### src/rtl/countdown_timer_if.sv
// Control and display bundle for the BCD countdown timer.
// The master side drives load/preset/start/pause and observes the digits and flags.
// The slave side is the timer itself.
interface countdown_timer_if;
   logic       i_Load;
   logic [3:0] i_Preset0;
   logic [3:0] i_Preset1;
   logic [3:0] i_Preset2;
   logic       i_Start;
   logic       i_Pause;
   logic [3:0] o_Digit0;
   logic [3:0] o_Digit1;
   logic [3:0] o_Digit2;
   logic       o_Running;
   logic       o_Expired;
   logic       o_Done;

   modport master (
      output i_Load, i_Preset0, i_Preset1, i_Preset2, i_Start, i_Pause,
      input  o_Digit0, o_Digit1, o_Digit2, o_Running, o_Expired, o_Done
   );

   modport slave (
      input  i_Load, i_Preset0, i_Preset1, i_Preset2, i_Start, i_Pause,
      output o_Digit0, o_Digit1, o_Digit2, o_Running, o_Expired, o_Done
   );
endinterface

### src/rtl/countdown_timer.sv
// Three-digit BCD countdown timer with prescaled tick, pause/resume and expiry.
// Digit 0 is least significant. All outputs come straight from registers.
module countdown_timer #(
   parameter int CLK_HZ  = 100000000,
   parameter int TICK_HZ = 20,
   parameter int CNT_W   = 23
) (
   input  logic               i_Clk,
   input  logic               i_Rst,
   countdown_timer_if.slave   bus
);

   localparam logic [CNT_W-1:0] LST_CLK = CNT_W'(CLK_HZ / TICK_HZ - 1);

   typedef enum logic [1:0] {
      ST_IDLE    = 2'd0,
      ST_RUN     = 2'd1,
      ST_PAUSE   = 2'd2,
      ST_EXPIRED = 2'd3
   } state_t;

   state_t           state_reg, state_next;
   logic [CNT_W-1:0] cnt_reg, cnt_next;
   logic [3:0]       digit_reg [3];
   logic [3:0]       digit_next [3];
   logic [3:0]       digit_dec [3];
   logic [3:0]       preset_raw [3];
   logic [3:0]       preset_clamped [3];
   logic [3:0]       borrow;
   logic             done_reg, done_next;
   logic             running_reg, expired_reg;
   logic             tick;
   logic             value_zero;
   logic             dec_zero;

   assign preset_raw[0] = bus.i_Preset0;
   assign preset_raw[1] = bus.i_Preset1;
   assign preset_raw[2] = bus.i_Preset2;

   // Per digit: clamp out-of-range presets to 9, and build the decremented
   // value with a borrow that ripples through digits sitting at 0.
   assign borrow[0] = 1'b1;
   genvar gi;
   generate
      for (gi = 0; gi < 3; gi++) begin : g_digit
         assign preset_clamped[gi] = (preset_raw[gi] > 4'd9) ? 4'd9 : preset_raw[gi];
         assign borrow[gi+1]       = borrow[gi] & (digit_reg[gi] == 4'd0);
         assign digit_dec[gi]      = !borrow[gi]              ? digit_reg[gi] :
                                     (digit_reg[gi] == 4'd0)  ? 4'd9 :
                                                                digit_reg[gi] - 4'd1;
      end
   endgenerate

   assign tick       = (state_reg == ST_RUN) && (cnt_reg == LST_CLK);
   assign value_zero = (digit_reg[0] == 4'd0) && (digit_reg[1] == 4'd0) && (digit_reg[2] == 4'd0);
   assign dec_zero   = (digit_dec[0] == 4'd0) && (digit_dec[1] == 4'd0) && (digit_dec[2] == 4'd0);

   // Next-state logic: load beats everything, then a tick's decrement,
   // then pause, then start/resume.
   always_comb begin
      state_next = state_reg;
      cnt_next   = cnt_reg;
      done_next  = 1'b0;
      for (int i = 0; i < 3; i++) begin
         digit_next[i] = digit_reg[i];
      end

      if (bus.i_Load) begin
         for (int i = 0; i < 3; i++) begin
            digit_next[i] = preset_clamped[i];
         end
         cnt_next   = '0;
         state_next = ST_IDLE;
      end else begin
         case (state_reg)
            ST_IDLE: begin
               cnt_next = '0;
               if (bus.i_Start) begin
                  if (value_zero) begin
                     state_next = ST_EXPIRED;
                     done_next  = 1'b1;
                  end else begin
                     state_next = ST_RUN;
                  end
               end
            end
            ST_RUN: begin
               if (tick) begin
                  cnt_next = '0;
                  for (int i = 0; i < 3; i++) begin
                     digit_next[i] = digit_dec[i];
                  end
                  // Reaching zero takes precedence over a simultaneous pause.
                  if (dec_zero) begin
                     state_next = ST_EXPIRED;
                     done_next  = 1'b1;
                  end else if (bus.i_Pause) begin
                     state_next = ST_PAUSE;
                  end
               end else begin
                  cnt_next = cnt_reg + CNT_W'(1);
                  if (bus.i_Pause) begin
                     state_next = ST_PAUSE;
                  end
               end
            end
            ST_PAUSE: begin
               // Prescaler keeps its value so the partial tick is not lost.
               if (bus.i_Start && !bus.i_Pause) begin
                  state_next = ST_RUN;
               end
            end
            default: begin
               state_next = ST_EXPIRED;
            end
         endcase
      end
   end

   // State, prescaler, digits and status flags.
   always_ff @(posedge i_Clk or negedge i_Rst) begin
      if (!i_Rst) begin
         state_reg   <= ST_IDLE;
         cnt_reg     <= '0;
         for (int i = 0; i < 3; i++) begin
            digit_reg[i] <= 4'd0;
         end
         done_reg    <= 1'b0;
         running_reg <= 1'b0;
         expired_reg <= 1'b0;
      end else begin
         state_reg   <= state_next;
         cnt_reg     <= cnt_next;
         for (int i = 0; i < 3; i++) begin
            digit_reg[i] <= digit_next[i];
         end
         done_reg    <= done_next;
         running_reg <= (state_next == ST_RUN);
         expired_reg <= (state_next == ST_EXPIRED);
      end
   end

   assign bus.o_Digit0  = digit_reg[0];
   assign bus.o_Digit1  = digit_reg[1];
   assign bus.o_Digit2  = digit_reg[2];
   assign bus.o_Running = running_reg;
   assign bus.o_Expired = expired_reg;
   assign bus.o_Done    = done_reg;

endmodule
### src/flat_wrapper.sv
// flat-port wrapper written by rule: the top's interface ports become plain ports
module countdown_timer_flat 
#(
   parameter int CLK_HZ  = 100000000,
   parameter int TICK_HZ = 20,
   parameter int CNT_W   = 23
)
  (i_Clk, i_Rst, bus_i_Load, bus_i_Preset0, bus_i_Preset1, bus_i_Preset2, bus_i_Start, bus_i_Pause, bus_o_Digit0, bus_o_Digit1, bus_o_Digit2, bus_o_Running, bus_o_Expired, bus_o_Done);
  countdown_timer_if bus_i ();
  input  logic i_Clk;
  input  logic i_Rst;
  input wire logic [$bits(bus_i.i_Load)-1:0] bus_i_Load;
  input wire logic [$bits(bus_i.i_Preset0)-1:0] bus_i_Preset0;
  input wire logic [$bits(bus_i.i_Preset1)-1:0] bus_i_Preset1;
  input wire logic [$bits(bus_i.i_Preset2)-1:0] bus_i_Preset2;
  input wire logic [$bits(bus_i.i_Start)-1:0] bus_i_Start;
  input wire logic [$bits(bus_i.i_Pause)-1:0] bus_i_Pause;
  output wire logic [$bits(bus_i.o_Digit0)-1:0] bus_o_Digit0;
  output wire logic [$bits(bus_i.o_Digit1)-1:0] bus_o_Digit1;
  output wire logic [$bits(bus_i.o_Digit2)-1:0] bus_o_Digit2;
  output wire logic [$bits(bus_i.o_Running)-1:0] bus_o_Running;
  output wire logic [$bits(bus_i.o_Expired)-1:0] bus_o_Expired;
  output wire logic [$bits(bus_i.o_Done)-1:0] bus_o_Done;
  assign bus_i.i_Load = bus_i_Load;
  assign bus_i.i_Preset0 = bus_i_Preset0;
  assign bus_i.i_Preset1 = bus_i_Preset1;
  assign bus_i.i_Preset2 = bus_i_Preset2;
  assign bus_i.i_Start = bus_i_Start;
  assign bus_i.i_Pause = bus_i_Pause;
  assign bus_o_Digit0 = bus_i.o_Digit0;
  assign bus_o_Digit1 = bus_i.o_Digit1;
  assign bus_o_Digit2 = bus_i.o_Digit2;
  assign bus_o_Running = bus_i.o_Running;
  assign bus_o_Expired = bus_i.o_Expired;
  assign bus_o_Done = bus_i.o_Done;
  countdown_timer #(.CLK_HZ(CLK_HZ), .TICK_HZ(TICK_HZ), .CNT_W(CNT_W)) u_core (.i_Clk(i_Clk), .i_Rst(i_Rst), .bus(bus_i));
endmodule
### config.mk
export PLATFORM = sky130hd
export DESIGN_NAME = countdown_timer_flat
export DESIGN_NICKNAME = d
export VERILOG_FILES = /design/src/rtl/countdown_timer_if.sv /design/src/rtl/countdown_timer.sv /design/src/flat_wrapper.sv
export SDC_FILE = /design/constraint.sdc
export NUM_CORES = 1
export LEC_CHECK = 0
export ABC_AREA = 1
export CELL_PAD_IN_SITES_DETAIL_PLACEMENT = 0
export CELL_PAD_IN_SITES_GLOBAL_PLACEMENT = 1
export CORE_MARGIN = 8
export CORE_UTILIZATION = 40
export CTS_BUF_LIST = sky130_fd_sc_hd__clkbuf_16
export DETAILED_ROUTE_END_ITERATION = 7
export PLACE_DENSITY_LB_ADDON = 0.15
export SETUP_SLACK_MARGIN = 0.02
export SLEW_MARGIN = 20
export SYNTH_ARGS = -nofsm -noshare
export SYNTH_HDL_FRONTEND = slang
export SYNTH_SLANG_ARGS = --single-unit
### constraint.sdc
create_clock -name i_Clk -period 2.1 [get_ports i_Clk]
set_clock_uncertainty 0.05 [all_clocks]
set_input_delay 0.63 -clock i_Clk [delete_from_list [all_inputs] [get_ports i_Clk]]
set_output_delay 0.63 -clock i_Clk [all_outputs]
set_load 0.02 [all_outputs]
* Word level (Yosys, flattened, before mapping) *
Cells that the tools add are included.

operators by class
  $add $sub $neg = 4
  magnitude comparators = 3
  equality and inequality tests = 5
  multiplexer cells = 28
  bitwise logic cells = 1
  reductions and logical operators = 18

operators with widths
  operator                                                                count
  23-bit two-way mux                                                      2
  23-bit one-hot mux with 2 select lines                                  1
  12-bit two-way mux                                                      3
  4-bit two-way mux                                                       8
  4-bit logical NOT                                                       6
  23-bit by 1-bit adder with 23-bit output (second input constant)        1
  23-bit equality test (second input constant)                            1
  2-bit two-way mux                                                       7
  4-bit > comparator (second input constant)                              3
  4-bit by 1-bit subtractor with 4-bit output (second input constant)     3
  1-bit logical AND                                                       6
  2-bit one-hot mux with 3 select lines                                   1
  1-bit two-way mux                                                       5
  2-bit by 1-bit equality test with 1-bit output (second input constant)  2
  2-bit equality test (second input constant)                             2
  2-bit nonzero test                                                      2
  3-bit nonzero test                                                      1
  2-bit logical NOT                                                       1
  1-bit one-hot mux with 2 select lines                                   1
  2-bit AND reduction                                                     1
  1-bit bitwise AND                                                       1
  1-bit logical NOT                                                       1

word-level totals
  flip-flop bits (word level) = 40
  input bits = 17
  output and inout bits = 15
  logic and storage cells = 67

* Longest topological paths before layout *
  word-level depth = 11
  gate-level depth with buffers = 15
  depth with buffers taken out = 15

* Worst setup path before layout *
No wires, ideal clock.

  path type = reg-to-reg
  start point = reg u_core.digit_reg (netlist bit u_core.bus.o_Digit0[1])
  end point = reg u_core.expired_reg (netlist: u_core.bus.o_Expired)
  library setup time = 0.123 ns
  arrival = 1.532 ns
  data required time = 1.927 ns
  setup slack = 0.395 ns
  cell stages (with the launch flop) = 13
  path buffers = 0
  period minus slack after synthesis = 1.705 ns
  path through = dfrtp_1 nor2_4 nand2_2 nor2_4 nand2_1 nand2_1 nand2_1 nand2_1 nor2_2 nand2_2 nand2_1 a21oi_1 nor2_1

on the way
  word-level cells in the longest chain between the ends = 10
  elaborated cells on any way between the ends = 20
  classes of those cells = add/sub: 1; eq/ne: 1; mux: 9; bitwise: 1; reduce/logical: 8

ends and longest elaborated chain
  element                                                                                  RTL line                                      text
  start, declared                                                                          countdown_timer.sv:24                         logic [3:0] digit_reg [3];
  start signal, assigned by index                                                          countdown_timer.sv:135                        digit_reg[i] <= digit_next[i];
  4-bit by 1-bit subtractor with 4-bit output / 4-bit logical NOT (equally long branches)  --
  4-bit two-way mux, or another cell as far along                                          countdown_timer.sv:49                         (digit_reg[gi] == 4'd0) ? 4'd9 :
  4-bit logical NOT / 4-bit two-way mux (equally long branches)                            countdown_timer.sv:56, countdown_timer.sv:48
  1-bit logical AND / 4-bit logical NOT (equally long branches)                            countdown_timer.sv:56                         assign dec_zero = (digit_dec[0] == 4'd0) && (digit_dec[1] == 4'd0) && (digit_dec[2] == 4'd0);
  1-bit logical AND                                                                        countdown_timer.sv:56
  2-bit two-way mux                                                                        countdown_timer.sv:94                         if (dec_zero) begin
  2-bit two-way mux                                                                        countdown_timer.sv:88                         if (tick) begin
  2-bit one-hot mux with 3 select lines *                                                  countdown_timer.sv:75                         case (state_reg)
  2-bit two-way mux *                                                                      countdown_timer.sv:68                         if (bus.i_Load) begin
  2-bit equality test *                                                                    countdown_timer.sv:139                        expired_reg <= (state_next == ST_EXPIRED);
  end signal, assigned                                                                     countdown_timer.sv:139
  end, declared                                                                            countdown_timer.sv:31                         logic running_reg, expired_reg;

Every way passes the cells marked *; elsewhere a longest branch is shown, timed or not.
A chain may end at the register's enable or synchronous reset.

* Final worst setup path *
  start point = reg u_core.digit_reg (netlist bit u_core.bus.o_Digit0[1])
  end point = out bus_o_Digit0[1]

RTL lines
  element        RTL line            text
  end, declared  flat_wrapper.sv:18  output wire logic [$bits(bus_i.o_Digit0)-1:0] bus_o_Digit0;

No word-level cell between the ends.

==> metrics <==
outcome finished clean; diode count 0; top-level I/O count 32; htree depth 2; Cell Rows 28; Internal 1.583 mW; Req. time, crit path 1.42 ns; startpoint type of the worst setup path flip-flop; GRT busiest layer met2; die width 94.98 um; Core Region 5991 um2; Final Setup Violations 0; initial antenna violation count 0; Area growth syn-to-layout 26.73%; most common cell after layout, fill and taps aside nand2_1; Detailed Route WL 6.369 mm; Worst R2R Path Depth 9; clock root buffer clkbuf_16; CTS clk-pin slew, worst paths 0.06 ns; Critical Path Sink Type output port; filler instances 569; Logic pwr share 23.1%; Critical-path top delay cell clkdlybuf4s50_1; NetSw 0.6578 mW; Tmin final 2.016 ns; crit path kind reg2out; residual DRC count 0; GR Util met3 3.810%; Max Clock Freq 496.0 MHz; Layout Nets 404; GR Util met2 22.94%; share of layout cells above drive strength 1 14.99%; initial core utilization 41.65%; total power 2.240 mW; vias in the first global route 2409; RSZ-0062 raised after global routing no; IO Port Bufs 31; Pleak 1.376 nW; synth warn 0; clock share of power 37.9%; largest net degree at the start of global routing 23; CP Launch Point u_core.bus.o_Digit0[1]$_DFFE_PN0P_; Starting DRT DRC Count 88; Max Cap Violations 0; peak per-stage delay on the critical path 0.64 ns; full die area 9020 um2; Synth Flop Type dfrtp_1; power per cell area 708.6 nW/um2; cell count after synthesis 338; Yosys cell types 40; wire length of the first global-routing pass 11.30 mm; Vias/cell 5.180; routed length per instance 13.79 um; Die Ht 94.98 um; global-route usage over all layers 15.52%; asr flop ratio synth 100.0%; hold crit path type in2async; worst path cell trace clkdlybuf4s50_1; Reg2Reg Launch Point u_core.cnt_reg[0]$_DFFE_PN0P_; met1 Track Usage GR 21.78%; # hold bufs at CTS 0; clk_lat worst skew 0.28 ns; data arrival time of the worst path 1.34 ns; worst hold slack 0.2505 ns; max-slew violation count 0; placed insts 453; highest-count cells in the layout ignoring fill and taps 71 x nand2_1, 40 x dfrtp_1, 38 x inv_1, 37 x nor2_1, 29 x clkdlybuf4s50_1; Post-Syn Area per Cell 7.381 um2; Worst path depth 1; TritonCTS clock tree yes; Pre-antenna DRT Iters 4; Seq pwr share 39.0%; Routed Antenna Nets 0; DP Wirelength 4.959 mm; register area share after synthesis 40.12%; Mapped Area 2495 um2; crit-path max FO 4; Post-synth EDFFs 0; max reg flops 23; buffer and inverter count on the worst path 1; Overflow after GRT 0; Syn Nets 356; RePlAce Congestion 0.8682; final worst setup slack 0.08389 ns; maximum root-to-sink buffer count 2; CTS buffer count 5; routed via count 2393; period utilization 96.01%; Least-Margin Pin Slew 0.4650 ns; Worst path top cell family by delay buffers and inverters; Sw Ratio 29.36%; Clock Sinks 40; pre-CTS WS -0.07333 ns; VDD IR max 0.4502 mV; Yosys reg bits 40; Finished Layout Cells 462; Worst slew margin 69.00%; final count of hold timing violations 0
==> power by group through the flow <==
stage	clock [mW]	sequential (mW)	combinational, mW
floorplan	0	0.926	0.262
global placement	0	0.888	0.518
detailed placement	0	0.888	0.520
CTS	0.879	0.875	0.523
global route	0.907	0.882	0.581
finish	0.849	0.874	0.516
==> cells in the mapped netlist (all sizes together), types with 2 or more instances <==
master,n,share of area [%]
nor3,12,3.7
xor2,5,1.8
a21oi,18,3.8
dfrtp,40,40
a31oi,5,1.3
o21a,2,0.60
nand3,23,5.0
buf,3,0.55
a22oi,3,0.90
inv,50,7.5
o21ai,24,4.8
o22ai,6,1.5
nand4,6,1.5
nor2,45,8.5
o31ai,2,0.60
nand2,79,13
o211ai,3,0.90
==> path summary, 6_finish.rpt <==
path	slack, ns	endpoint
worst min register to register	0.49	u_core.cnt_reg[1]$_DFFE_PN0P_
worst min-delay path	0.25	u_core.cnt_reg[15]$_DFFE_PN0P_
worst max-delay path	0.08	bus_o_Digit0[1]
worst max register to register	0.26	u_core.cnt_reg[16]$_DFFE_PN0P_
min in group i_Clk	0.49	u_core.cnt_reg[1]$_DFFE_PN0P_
max in group asynchronous	1.28	u_core.cnt_reg[0]$_DFFE_PN0P_
==> what timing repair did <==
action | in CTS | in global routing
resized for setup | 0 | 2
setup buffers | 0 | 1
endpoints found under the setup margin | 0 | 3
endpoints found under the hold margin | 0 | 0
==> routing by layer <==
layer | wire (um) | part of all wire (%) | vias up
met5 | 0 | 0 | -
met3 | 430 | 6.8 | 4
li1 | - | - | 1223
met1 | 3153 | 50 | 1103
met4 | 58 | 0.91 | 0
met2 | 2726 | 43 | 63
==> per-stage QoR <==
step | setup TNS (ns) | area, um2 | util, %
final | 0 | 3162 | 52.78
after floorplan | 0 | 2495 | -
after CTS | 0 | 3149 | 52.57
after detailed placement | -0.4406 | 2987 | 49.85
after global routing | 0 | 3162 | 52.78
after global placement | -0.03465 | 2987 | 49.85
==> kinds of logic after synthesis <==
kind of cell	Yosys count	share of synthesized area [%]
AND/OR/NAND/NOR	166	32.05
XOR/XNOR	6	2.106
adder cells (fa/ha/maj)	1	0.5014
AO/OA/AOI/OAI	71	17.00
flip-flops	40	40.12
buffers and inverters	54	8.224
==> area by class of cell <==
type                            instances  area [um2]  area share [%]
Multi-Input combinational cell        244        1291           40.84
Sequential cell                        40        1001           31.66
Timing Repair Buffer                   45       425.4           13.45
Inverter                               50       187.7           5.936
Clock buffer                            5       125.1           3.957
Tap cell                               75       93.84           2.968
Clock inverter                          3       37.54           1.187
Power figures use the tool's default switching activity.
